### config.mk
export PLATFORM = sky130hd
export DESIGN_NAME = div7_job_feeder
export DESIGN_NICKNAME = d
export VERILOG_FILES = /design/src/rtl/div7_pkg.sv /design/src/rtl/div7_job_ram.sv /design/src/rtl/div7_job_feeder.sv
export SDC_FILE = /design/constraint.sdc
export NUM_CORES = 1
export LEC_CHECK = 0
export BUFFER_PORTS_ARGS = -buffer_cell sky130_fd_sc_hd__buf_2
export CELL_PAD_IN_SITES_DETAIL_PLACEMENT = 0
export CELL_PAD_IN_SITES_GLOBAL_PLACEMENT = 1
export CORE_MARGIN = 2
export CORE_UTILIZATION = 45
export CTS_CLUSTER_DIAMETER = 40
export DETAILED_ROUTE_END_ITERATION = 8
export PLACE_DENSITY_LB_ADDON = 0.05
export SLEW_MARGIN = 20
export SYNTH_ARGS = -nofsm -noshare
export SYNTH_HDL_FRONTEND = slang
export SYNTH_SLANG_ARGS = --single-unit
### constraint.sdc
create_clock -name Clk -period 5.5 [get_ports Clk]
set_clock_uncertainty 0.05 [all_clocks]
set_input_delay 0.825 -clock Clk [delete_from_list [all_inputs] [get_ports Clk]]
set_output_delay 0.825 -clock Clk [all_outputs]
set_load 0.02 [all_outputs]
### src/rtl/div7_pkg.sv
// Shared definitions for the div7 job feeder: sizes, the one-hot feeder
// state encoding and the error marker reported on a watchdog timeout.
package div7_pkg;

  localparam int DIV7_DEPTH = 16;
  localparam int DIV7_WIDTH = 8;

  // Result value reported when the engine never signals done.
  localparam logic [7:0] DIV7_ERR_MAX = 8'hFF;

  // One-hot feeder states.
  typedef enum logic [4:0] {
    FS_FILL   = 5'b00001,
    FS_START  = 5'b00010,
    FS_WAIT   = 5'b00100,
    FS_REPORT = 5'b01000,
    FS_ACK    = 5'b10000
  } fs_state_t;

  // True when a state vector has exactly one bit set.
  function automatic logic fs_is_onehot(input logic [4:0] s);
    return (s != 5'b00000) && ((s & (s - 5'b00001)) == 5'b00000);
  endfunction

endpackage

### src/rtl/div7_job_ram.sv
// Job storage: DEPTH x WIDTH register array, one synchronous write port and
// one asynchronous read port. Contents are deliberately not reset.
module div7_job_ram #(
  parameter  int DEPTH = 16,
  parameter  int WIDTH = 8,
  localparam int AW    = $clog2(DEPTH)
) (
  input  logic             clk,
  input  logic             we,
  input  logic [AW-1:0]    waddr,
  input  logic [WIDTH-1:0] wdata,
  input  logic [AW-1:0]    raddr,
  output logic [WIDTH-1:0] rdata
);

  logic [WIDTH-1:0] mem_r [DEPTH];

  // Write port: store one entry per accepted upstream beat.
  always_ff @(posedge clk) begin
    if (we) begin
      mem_r[waddr] <= wdata;
    end
  end

  assign rdata = mem_r[raddr];

endmodule

### src/rtl/div7_job_feeder.sv
// div7_job_feeder: collects a DEPTH-entry job from an upstream stream, serves
// it to the largest-multiple-of-7 engine, runs the Start/Ack handshake and
// forwards the engine result on a downstream valid/ready stream.
// Optional feature macro: DIV7_FEEDER_TIMEOUT_EN (watchdog in WAIT that
// reports DIV7_ERR_MAX as an error marker after TIMEOUT_CYCLES).
module div7_job_feeder
  import div7_pkg::*;
#(
  parameter  int DEPTH          = DIV7_DEPTH,
  parameter  int WIDTH          = DIV7_WIDTH,
  parameter  int TIMEOUT_CYCLES = 1024,
  localparam int AW             = $clog2(DEPTH)
) (
  input  logic             Clk,
  input  logic             Reset_n,
  input  logic             Din_valid,
  input  logic [WIDTH-1:0] Din_data,
  output logic             Din_ready,
  input  logic [AW-1:0]    Rd_addr,
  output logic [WIDTH-1:0] Rd_data,
  output logic             Start,
  output logic             Ack,
  input  logic             Qi,
  input  logic             Qdf,
  input  logic             Qdnf,
  input  logic [WIDTH-1:0] Max,
  output logic             Res_valid,
  output logic             Res_found,
  output logic [WIDTH-1:0] Res_max,
  input  logic             Res_ready
);

  localparam logic [AW-1:0] LAST_WP = AW'(DEPTH - 1);

  fs_state_t        state_r, state_next;
  logic [AW-1:0]    wp_r, wp_next;
  logic             wr_en;
  logic             start_r, ack_r, din_ready_r;
  logic             res_valid_r, res_found_r;
  logic [WIDTH-1:0] res_max_r;
  logic             rv_next, rf_next;
  logic [WIDTH-1:0] rm_next;
  logic             timeout_s;

  div7_job_ram #(
    .DEPTH (DEPTH),
    .WIDTH (WIDTH)
  ) u_ram (
    .clk   (Clk),
    .we    (wr_en),
    .waddr (wp_r),
    .wdata (Din_data),
    .raddr (Rd_addr),
    .rdata (Rd_data)
  );

`ifdef DIV7_FEEDER_TIMEOUT_EN
  localparam int TW = $clog2(TIMEOUT_CYCLES + 1);
  logic [TW-1:0] wait_cnt_r;

  // Watchdog: held at zero outside WAIT, counts each cycle spent in WAIT.
  always_ff @(posedge Clk or negedge Reset_n) begin
    if (!Reset_n) begin
      wait_cnt_r <= '0;
    end else if (state_r != FS_WAIT) begin
      wait_cnt_r <= '0;
    end else begin
      wait_cnt_r <= wait_cnt_r + TW'(1);
    end
  end

  assign timeout_s = (state_r == FS_WAIT) && (wait_cnt_r == TW'(TIMEOUT_CYCLES - 1));
`else
  localparam int timeout_unused_c = TIMEOUT_CYCLES;
  assign timeout_s = 1'b0;
`endif

  // Next-state, write-pointer and result-register logic.
  always_comb begin
    state_next = state_r;
    wp_next    = wp_r;
    wr_en      = 1'b0;
    rv_next    = res_valid_r;
    rf_next    = res_found_r;
    rm_next    = res_max_r;
    case (state_r)
      FS_FILL: begin
        if (Din_valid && din_ready_r) begin
          wr_en   = 1'b1;
          wp_next = wp_r + AW'(1);
          if (wp_r == LAST_WP) begin
            state_next = FS_START;
          end else begin
            state_next = FS_FILL;
          end
        end else begin
          state_next = FS_FILL;
        end
      end
      FS_START: begin
        // Done flags seen here are picked up again once in WAIT.
        if (!Qi) begin
          state_next = FS_WAIT;
        end else begin
          state_next = FS_START;
        end
      end
      FS_WAIT: begin
        if (Qdf) begin
          rf_next    = 1'b1;
          rm_next    = Max;
          rv_next    = 1'b1;
          state_next = FS_REPORT;
        end else if (Qdnf) begin
          rf_next    = 1'b0;
          rm_next    = '0;
          rv_next    = 1'b1;
          state_next = FS_REPORT;
        end else if (timeout_s) begin
          rf_next    = 1'b0;
          rm_next    = WIDTH'(DIV7_ERR_MAX);
          rv_next    = 1'b1;
          state_next = FS_REPORT;
        end else begin
          state_next = FS_WAIT;
        end
      end
      FS_REPORT: begin
        if (res_valid_r && Res_ready) begin
          rv_next    = 1'b0;
          state_next = FS_ACK;
        end else begin
          state_next = FS_REPORT;
        end
      end
      FS_ACK: begin
        state_next = FS_FILL;
        wp_next    = '0;
      end
      default: begin
        state_next = FS_FILL;
        wp_next    = '0;
        rv_next    = 1'b0;
      end
    endcase
    if (!fs_is_onehot(state_r)) begin
      state_next = FS_FILL;
    end else begin
      state_next = state_next;
    end
  end

  // State, pointer and registered handshake outputs.
  always_ff @(posedge Clk or negedge Reset_n) begin
    if (!Reset_n) begin
      state_r     <= FS_FILL;
      wp_r        <= '0;
      start_r     <= 1'b0;
      ack_r       <= 1'b0;
      din_ready_r <= 1'b1;
      res_valid_r <= 1'b0;
      res_found_r <= 1'b0;
      res_max_r   <= '0;
    end else begin
      state_r     <= state_next;
      wp_r        <= wp_next;
      start_r     <= (state_next == FS_START);
      ack_r       <= (state_next == FS_ACK);
      din_ready_r <= (state_next == FS_FILL);
      res_valid_r <= rv_next;
      res_found_r <= rf_next;
      res_max_r   <= rm_next;
    end
  end

  assign Din_ready = din_ready_r;
  assign Start     = start_r;
  assign Ack       = ack_r;
  assign Res_valid = res_valid_r;
  assign Res_found = res_found_r;
  assign Res_max   = res_max_r;

endmodule

==> results of run 1 <==
-- flip-flops by register name (all words and copies together) (netlist names) --
register     count
Start            1
Ack              1
Din_ready        1
Res_valid        1
u_ram.mem_r    128
Res_max          8
Res_found        1
state_r          5
wp_r             4
-- critical path, delay by kind of cell --
family / cells / cell delay, ns
mux: 1 / 0.58
compound gates: 1 / 0.37
buf+inv: 2 / 0.66
simple gates: 1 / 0.10
-- worst max path at each step --
| stage | from | to | slack, ns |
|---|---|---|---|
| finish | Rd_addr[0] | Rd_data[7] | 2.07 |
| global route | Rd_addr[0] | Rd_data[7] | 1.98 |
| CTS | Rd_addr[0] | Rd_data[7] | 1.68 |
| detailed placement | Rd_addr[0] | Rd_data[7] | 1.68 |
| global placement | Rd_addr[0] | Rd_data[7] | 1.68 |
| floorplan | Rd_addr[0] | Rd_data[1] | 2.68 |
-- placed cells by master, fill, tap and decap left out, types with 2 or more instances in the layout --
cell type	instances
buf_4	2
dfrtp_1	20
edfxtp_1	128
o21ai_0	6
a22o_1	10
bufinv_16	6
nand3_1	2
a22oi_1	16
mux4_1	5
ha_1	4
o21ai_1	2
inv_1	3
clkinv_2	4
nor3_2	2
nand4_1	2
and3_1	4
mux4_2	27
xor2_1	2
dfstp_2	2
o211ai_1	2
clkbuf_16	17
nor2_1	8
and2_1	19
buf_2	46
clkinvlp_4	3
nor2b_1	7
nand2_1	12
-- power by group through the flow --
stage | clock [W] | combinational [W] | sequential (W)
after floorplan | 0 | 0.000178 | 0.00139
after global placement | 0 | 0.000274 | 0.00140
after detailed placement | 0 | 0.000276 | 0.00140
after CTS | 0.00130 | 0.000276 | 0.00138
after global routing | 0.00136 | 0.000297 | 0.00139
final | 0.00128 | 0.000269 | 0.00138
-- area by class of cell --
cell class / instances / area [um2] / share of cell area (%)
Clock buffer: 18 / 429 / 6.10
Clock inverter: 14 / 231 / 3.29
Inverter: 3 / 11.3 / 0.160
Multi-Input combinational cell: 143 / 1500 / 21.3
Sequential cell: 150 / 4400 / 62.5
Tap cell: 176 / 220 / 3.13
Timing Repair Buffer: 48 / 245 / 3.49
-- routing by layer --
metal	vias to the layer above	track usage [%]	wire length (um)	share of wire [%]
met1	1540	24.8	5450	46
met4	0	6.91	225	1.9
met2	72	28.5	5770	48
li1	1364	-	-	-
met5	-	0	0	0
met3	15	4.04	501	4.2
-- cells by family (layout without fill, tap and decap cells) --
logic type | Yosys count | count (layout) | share of synthesized area (%)
simple gates | 62 | 62 | 6.11
compound gates | 42 | 42 | 5.27
buf+inv | 17 | 83 | 1.77
mux | 33 | 33 | 12.5
fa+ha+maj | 4 | 4 | 0.834
flops | 150 | 150 | 73.2
xor+xnor | 2 | 2 | 0.292
-- metrics by stage --
stage	power (W)	util, %	hold slack, ns
after floorplan	0.00157	-	0.479
after global placement	0.00167	48.5	0.410
after detailed placement	0.00168	48.5	0.411
after CTS	0.00295	53.5	0.337
after global routing	0.00304	53.6	0.358
final	0.00293	53.6	0.326
==> flow_results.org, run 1 <==
** Timing
- For the finished layout, the period the worst path requires is 3.43 ns.
- Relative slew margins :: 34.9%
- Setup violations remaining at the end of the flow were counted as 0.
- Setup total negative slack on the finished layout was measured at 0 ns.
- Setup repair after global routing left no endpoint under its margin.
- Hold Fails Final Rpt :: 0
- Derived from the worst setup path, the maximum achievable clock frequency is 291 MHz.
- Worst Setup Slack, final :: 2.07 ns
- The final count of pins violating max slew was 0.
- Final period util :: between 60% and 70%
- At the pin with the least slew margin, the transition time is 0.973 ns.

** Global route
- Maximum number of pins on one net before global-route repair :: 33
- Wire length of the first global-routing pass :: 18.4 mm
- For this run the aggregate overflow at the end of global routing stands at 0.
- Vias in the first global route :: between 3,000 and 4,000
- Total Routing Usage GR :: 18.0%
- The initial antenna violation count came to 0.

** Power and ir drop
- Of the total power, the share spent switching nets is roughly 22%.
- Switching pwr :: 0.000641 W
- Areal power density over the cells :: 416 mW/mm2
- Combinational share of power :: 9.2%
- In this run the static leakage power is 2.53 nW.
- Internal power of the cells :: 0.00229 W
- The clock network accounts for 43.8% of the total power.
- Across the VDD grid, the largest voltage drop is 210 uV.
- Per report_power, the sequential group accounts for 47.0% of the total.

** Logic synthesis
- Library cell occupying the most area in the post-synthesis netlist :: edfxtp_1
- Syn avg cell area :: 19.4 um2
- Asr flop ratio synth :: ~15%
- The top cell type by area accounts for between 60% and 70% of the synthesized area.
- Counting every instance in the synthesized netlist gives 310.
- Post-synthesis cell area :: 0.00600 mm2
- The synthesized design contains 150 register bits.
- Number of synthesized flops with an enable pin :: 128
- Sequential-to-total area share from yosys stat :: approximately three quarters
- Among all flip-flop cells after synthesis, the most frequent one is edfxtp_1.
- Yosys printed 0 warnings.
- In the post-synthesis netlist, the cell with the most instances is edfxtp_1.
- The synthesized netlist contains 40 unique library cells.
- After synthesis, the cell types taking the most area are edfxtp_1, mux4_2, dfrtp_1, mux4_1, a22oi_1.
- By count the netlist is led by edfxtp_1, mux4_2, dfrtp_1, and2_1, a22oi_1.
- The number of nets in the synthesized netlist is roughly 340.

** Place
- Prior to clock tree synthesis, the placed netlist has a worst setup slack of approximately 1.7 ns.
- Routability-driven placement finished with a final weighted congestion of slightly below 0.8.
- During placement, the flow inserted port buffers numbering 47.
- Inst Count DP :: 520
- Once detailed placement completed, the half-perimeter wirelength came to 7.56 mm.
- After detailed placement, the total cell area comes to 0.00637 mm2.

** Clock network
- H-tree depth :: 4
- For this design, the sink count on the clock tree is 150.
- After clock tree synthesis, the repair step resized 0 gates.
- Clock-pin slew was measured on the worst setup and hold paths at 0.06 ns.
- Buffers inserted during clock tree synthesis total 17.
- Clock latency on the worst-skew pair, taken at its later pin, is 0.41 ns.
- The longest clock path from root to sink contains 2 buffers.
- Clock root cell :: clkbuf_16
- For this design, the CTS-stage hold fixing added 0 buffers.
- Buffers added to address setup during post-CTS repair amount to 0.
- CTS tree :: built

** Layout
- The repair_antennas step left the layout with diodes totalling 0.
- Excluding fillers, the count of instances in the completed layout stands at approximately 550.
- The final layout contains 394 nets.
- From synthesis to final layout, the design area changed by 17.2%.
- Fill cells in the final layout number 1,071.
- Final cell area excluding filler cells :: 0.00704 mm2
- Of the cells placed in the final design, the portion with a size suffix greater than 1 is between 30% and 40%.

** Die
- For this design the top-level I/O count stands at 48.
- The floorplan step set the die width to 120 um.
- Die boundary height :: 120 um
- Initial Util :: between 40% and 50%
- The region available for standard cell placement spans 0.0131 mm2.
- Die footprint :: 0.0143 mm2
- Placement Rows :: 42

** Worst setup path
- Maximum fanout count along the critical path :: 31
- Worst path arrival time :: roughly 2.6 ns
- For this run, the slowest stage of the critical path takes 0.58 ns.
- Series of cell instances along the critical path :: buf_4, mux4_2, a22oi_1, nand2_1, buf_2
- Setup slack, reg-to-reg :: 3.13 ns
- STA classifies the critical path startpoint as a primary input.
- Endpoint type of the worst setup path :: output port
- By startpoint and endpoint, the worst setup path is classified as in2out.
- Critical R2R Launch :: state_r[1]
- Measured in cells, the most critical reg-to-reg path has a length of 3.
- STA puts the critical path data required time at roughly 4.6 ns.
- Endpoint of the most critical register-to-register path :: u_ram.mem_r[15][2]
- The slowest stage of the critical path is the mux4_2 cell.

** Route
- In the final routed layout, each cell accounts on average for 21.6 um.
- Via Count :: between 2,000 and 3,000
- The routed design has 11.9 mm of wire.
- Detailed-route vias per instance :: 5.42
- Router iterations before antenna repair :: 4
- Antenna-violating nets left :: 0
- Initial drt markers :: 185
- DRC violations left :: 0

** Job
- Number of violations of the max-capacitance limit :: 0

** Run status
- Result of the run :: complete, no violations

** Worst hold path
- The tightest min-delay check is of the in2async type.
(Power assumes the default switching activity.)
==> inputs of run 2 (changes only) <==
Clock period 5.5 ns to 3.4 ns, I/O delays scaled along.
==> flow_results.org, run 2 (same netlist as run 1, synthesis figures left out) <==
** Run status
- Result of the run :: complete, but fails checks
- Violated checks :: hold timing

** Timing
- Total Neg Setup Slack :: 0 ns (unchanged)
- Max-slew violation total from the final report :: 0 (unchanged)
- The final worst hold slack was -0.00436 ns (-0.331 ns).
- Fmax :: 361 MHz
- The setup violation total in the final timing report came to 0 (unchanged).
- Hold Fails Final Rpt :: 9 (+9)
- The worst max-slew margin expressed relative to the limit was 60.1% (+25 points).
- The slew at the pin closest to its max-slew limit was 0.599 ns (-0.374 ns).
- Unrepaired setup endpoints after global routing :: no
- Final period util :: 81.4%
- The clock period could shrink to ~2.8 ns.
- The final worst setup slack is 0.632 ns (-1.44 ns).

** Worst setup path
- Among the stages of the critical path, the cell type that occurs most often is buf_2.
- The cell family contributing the most delay on the critical path is buffers and inverters.
- Crit-path slowest cell :: mux4_2
- Critical path class :: in2out
- The worst path arrival time is 2.21 ns (-0.35 ns).
- The worst setup path is captured at an output port.
- The delay of the slowest critical-path stage was 0.49 ns (-0.09 ns).
- The number of buffers and inverters on the critical path is 3 (+1).
- The biggest fanout along the worst timing path was 14 (-55%).
- Traced cell by cell, the critical path runs through buf_2, buf_4, mux4_2, a22oi_1, nand2_1, buf_2.
- Kind of start point of the critical path :: primary input
- The required time at the worst-slack endpoint came to 2.84 ns (-1.78 ns).

** Die
- The die outline area came to 0.0143 mm2 (unchanged).
- Initial Util :: 45.7% (unchanged)
- Die outline width :: 120 um (unchanged)
- The die extent in y was 120 um (unchanged).
- The total I/O pin count was 48 (unchanged).
- The standard-cell row count came to 42 (unchanged).
- Core Box Area :: 0.0131 mm2 (unchanged)

** Layout
- Final cell area excluding filler cells :: 0.00706 mm2 (+0.28%)
- Final nets :: 400 (+1.5%)
- The area taken by multi-input logic gates was 0.00150 mm2 (unchanged).
- The flip-flop count of the largest register after layout was 128 (unchanged).
- Largest register by flop count :: u_ram.mem_r
- Leaving out fill and tap cells, the most frequent cell in the layout is edfxtp_1.
- Fill cell total of the finished layout :: 1,077 (+0.56%)
- The number of standard cells in the layout, taps in and fillers out is 558 (+1.1%).
- The combined flip-flop and latch cell area was 0.00440 mm2 (unchanged).
- The proportion of layout cells with a drive suffix above 1 was 31.7% (+1.1 points).
- In the layout the commonest cells are edfxtp_1, buf_2, mux4_2, dfrtp_1, and2_1.
- Ant. Diodes :: 0 (unchanged)
- Area growth from synthesis to final layout :: 17.5%

** Route
- Via Count :: 3,033 (+1.4%)
- The first-pass detailed-route iteration total was 4 (unchanged).
- The aggregate routed wire length came to 11.8 mm (-0.90%).
- The initial DRC count was 216 (+17%).
- The average routed wire per standard cell is 21.2 um (-2.0%).
- Antenna-violating nets left :: 0 (unchanged)
- DRC violations left :: 0 (unchanged)
- The number of vias per cell after detailed routing was 5.44 (+0.31%).

** Worst hold path
- The tightest min-delay check is of the in2async type.

** Clock network
- Clock sink count :: 150 (unchanged)
- Setup repair bufs after CTS :: 0 (unchanged)
- The clock tree buffer depth was 2 (unchanged).
- The total of hold buffers inserted after clock tree synthesis was 0 (unchanged).
- Clk_lat worst skew :: 0.42 ns (about the same)
- The number of H-tree levels was 4 (unchanged).
- CTS tree :: built
- Number of gates resized after CTS :: 0 (unchanged)
- The clock slew seen by the registers of the worst setup and hold paths came to 0.06 ns (about the same).
- Clock root cell :: clkbuf_16
- The total CTS buffers was 17 (unchanged).

** Power and ir drop
- Maximum vdd drop :: 337 uV (+60%)
- Areal power density over the cells :: 651 mW/mm2 (+57%)
- Leakage component of the power :: 2.56 nW (+1.0%)

** Place
- Placed Area :: 0.00644 mm2 (+1.1%)
- Routability congestion estimate :: 0.771 (+0.13%)
- Sum of net half-perimeters after detailed placement :: 7.93 mm (+5.0%)
- Buffers added on ports :: 47 (unchanged)
- The post-placement cell count is 526 (+1.2%).
- Post-placement worst setup slack :: 0.581 ns (-1.10 ns)

** Global route
- Vias in the first global route :: 3,192 (-0.28%)
- The overall track demand over capacity in global routing was 18.4% (+0.34 points).
- Maximum number of pins on one net before global-route repair :: 23 (-30%)
- Number of antenna violations at the first check in global routing :: 0 (unchanged)
- Wire length of the first global-routing pass :: 18.6 mm (+1.2%)
- Remaining Overflow, GRT :: 0 (unchanged)

** Job
- Number of violations of the max-capacitance limit :: 0 (unchanged)
-- run 2: changes by cell type in the layout (fill, tap and decap cells not counted), sizes merged --
| cell | previous run | this run |
|---|---|---|
| buf | 48 | 54 |
| clkinvlp | 3 | 1 |
| inv | 4 | 3 |
| bufinv | 6 | 4 |
| clkinv | 4 | 9 |
-- run 2: final cells by class --
| class | instances | area share (%) |
|---|---|---|
| flip-flops and latches | 150 | 62.3 |
| inverters | 3 | 0.160 |
| clock buffers | 18 | 6.08 |
| repair buffers | 54 | 4.43 |
| multi-input cells | 143 | 21.3 |
| clock inverters | 14 | 2.61 |
| well taps | 176 | 3.12 |
-- run 2: worst paths after layout --
path                       slack (ns)  depth (start not counted)  startpoint                 to
max                              0.63                          6  Rd_addr[0]         Rd_data[0]
min                            -0.004                          1     Reset_n            wp_r[3]
max reg2reg                      1.10                          4  state_r[1]  u_ram.mem_r[8][2]
min reg2reg                      0.43                          1   Res_found          Res_found
max in group asynchronous        2.96                          1     Reset_n         state_r[0]
min in group Clk                 0.26                          2      Max[4]         Res_max[4]
-- run 2: layer usage --
| metal | up-vias | global-route usage, % | routed length (um) |
|---|---|---|---|
| met5 | - | 0 | 0 |
| met4 | 0 | 6.62 | 165 |
| met3 | 15 | 5.18 | 475 |
| met2 | 56 | 29.4 | 5890 |
| met1 | 1583 | 24.3 | 5300 |
| li1 | 1379 | - | - |
-- run 2: per-stage QoR --
step                total power, W  util (%)
finish                     0.00460      53.7
global route               0.00480      53.7
CTS                        0.00465      53.7
detailed placement         0.00272      49.0
global placement           0.00271      49.0
floorplan                  0.00253         -
-- run 2: report_power, final --
part           total [W]  internal [W]  switching, W
Clock            0.00193       0.00122      0.000706
Sequential       0.00222       0.00216     0.0000643
Combinational   0.000443      0.000172      0.000271
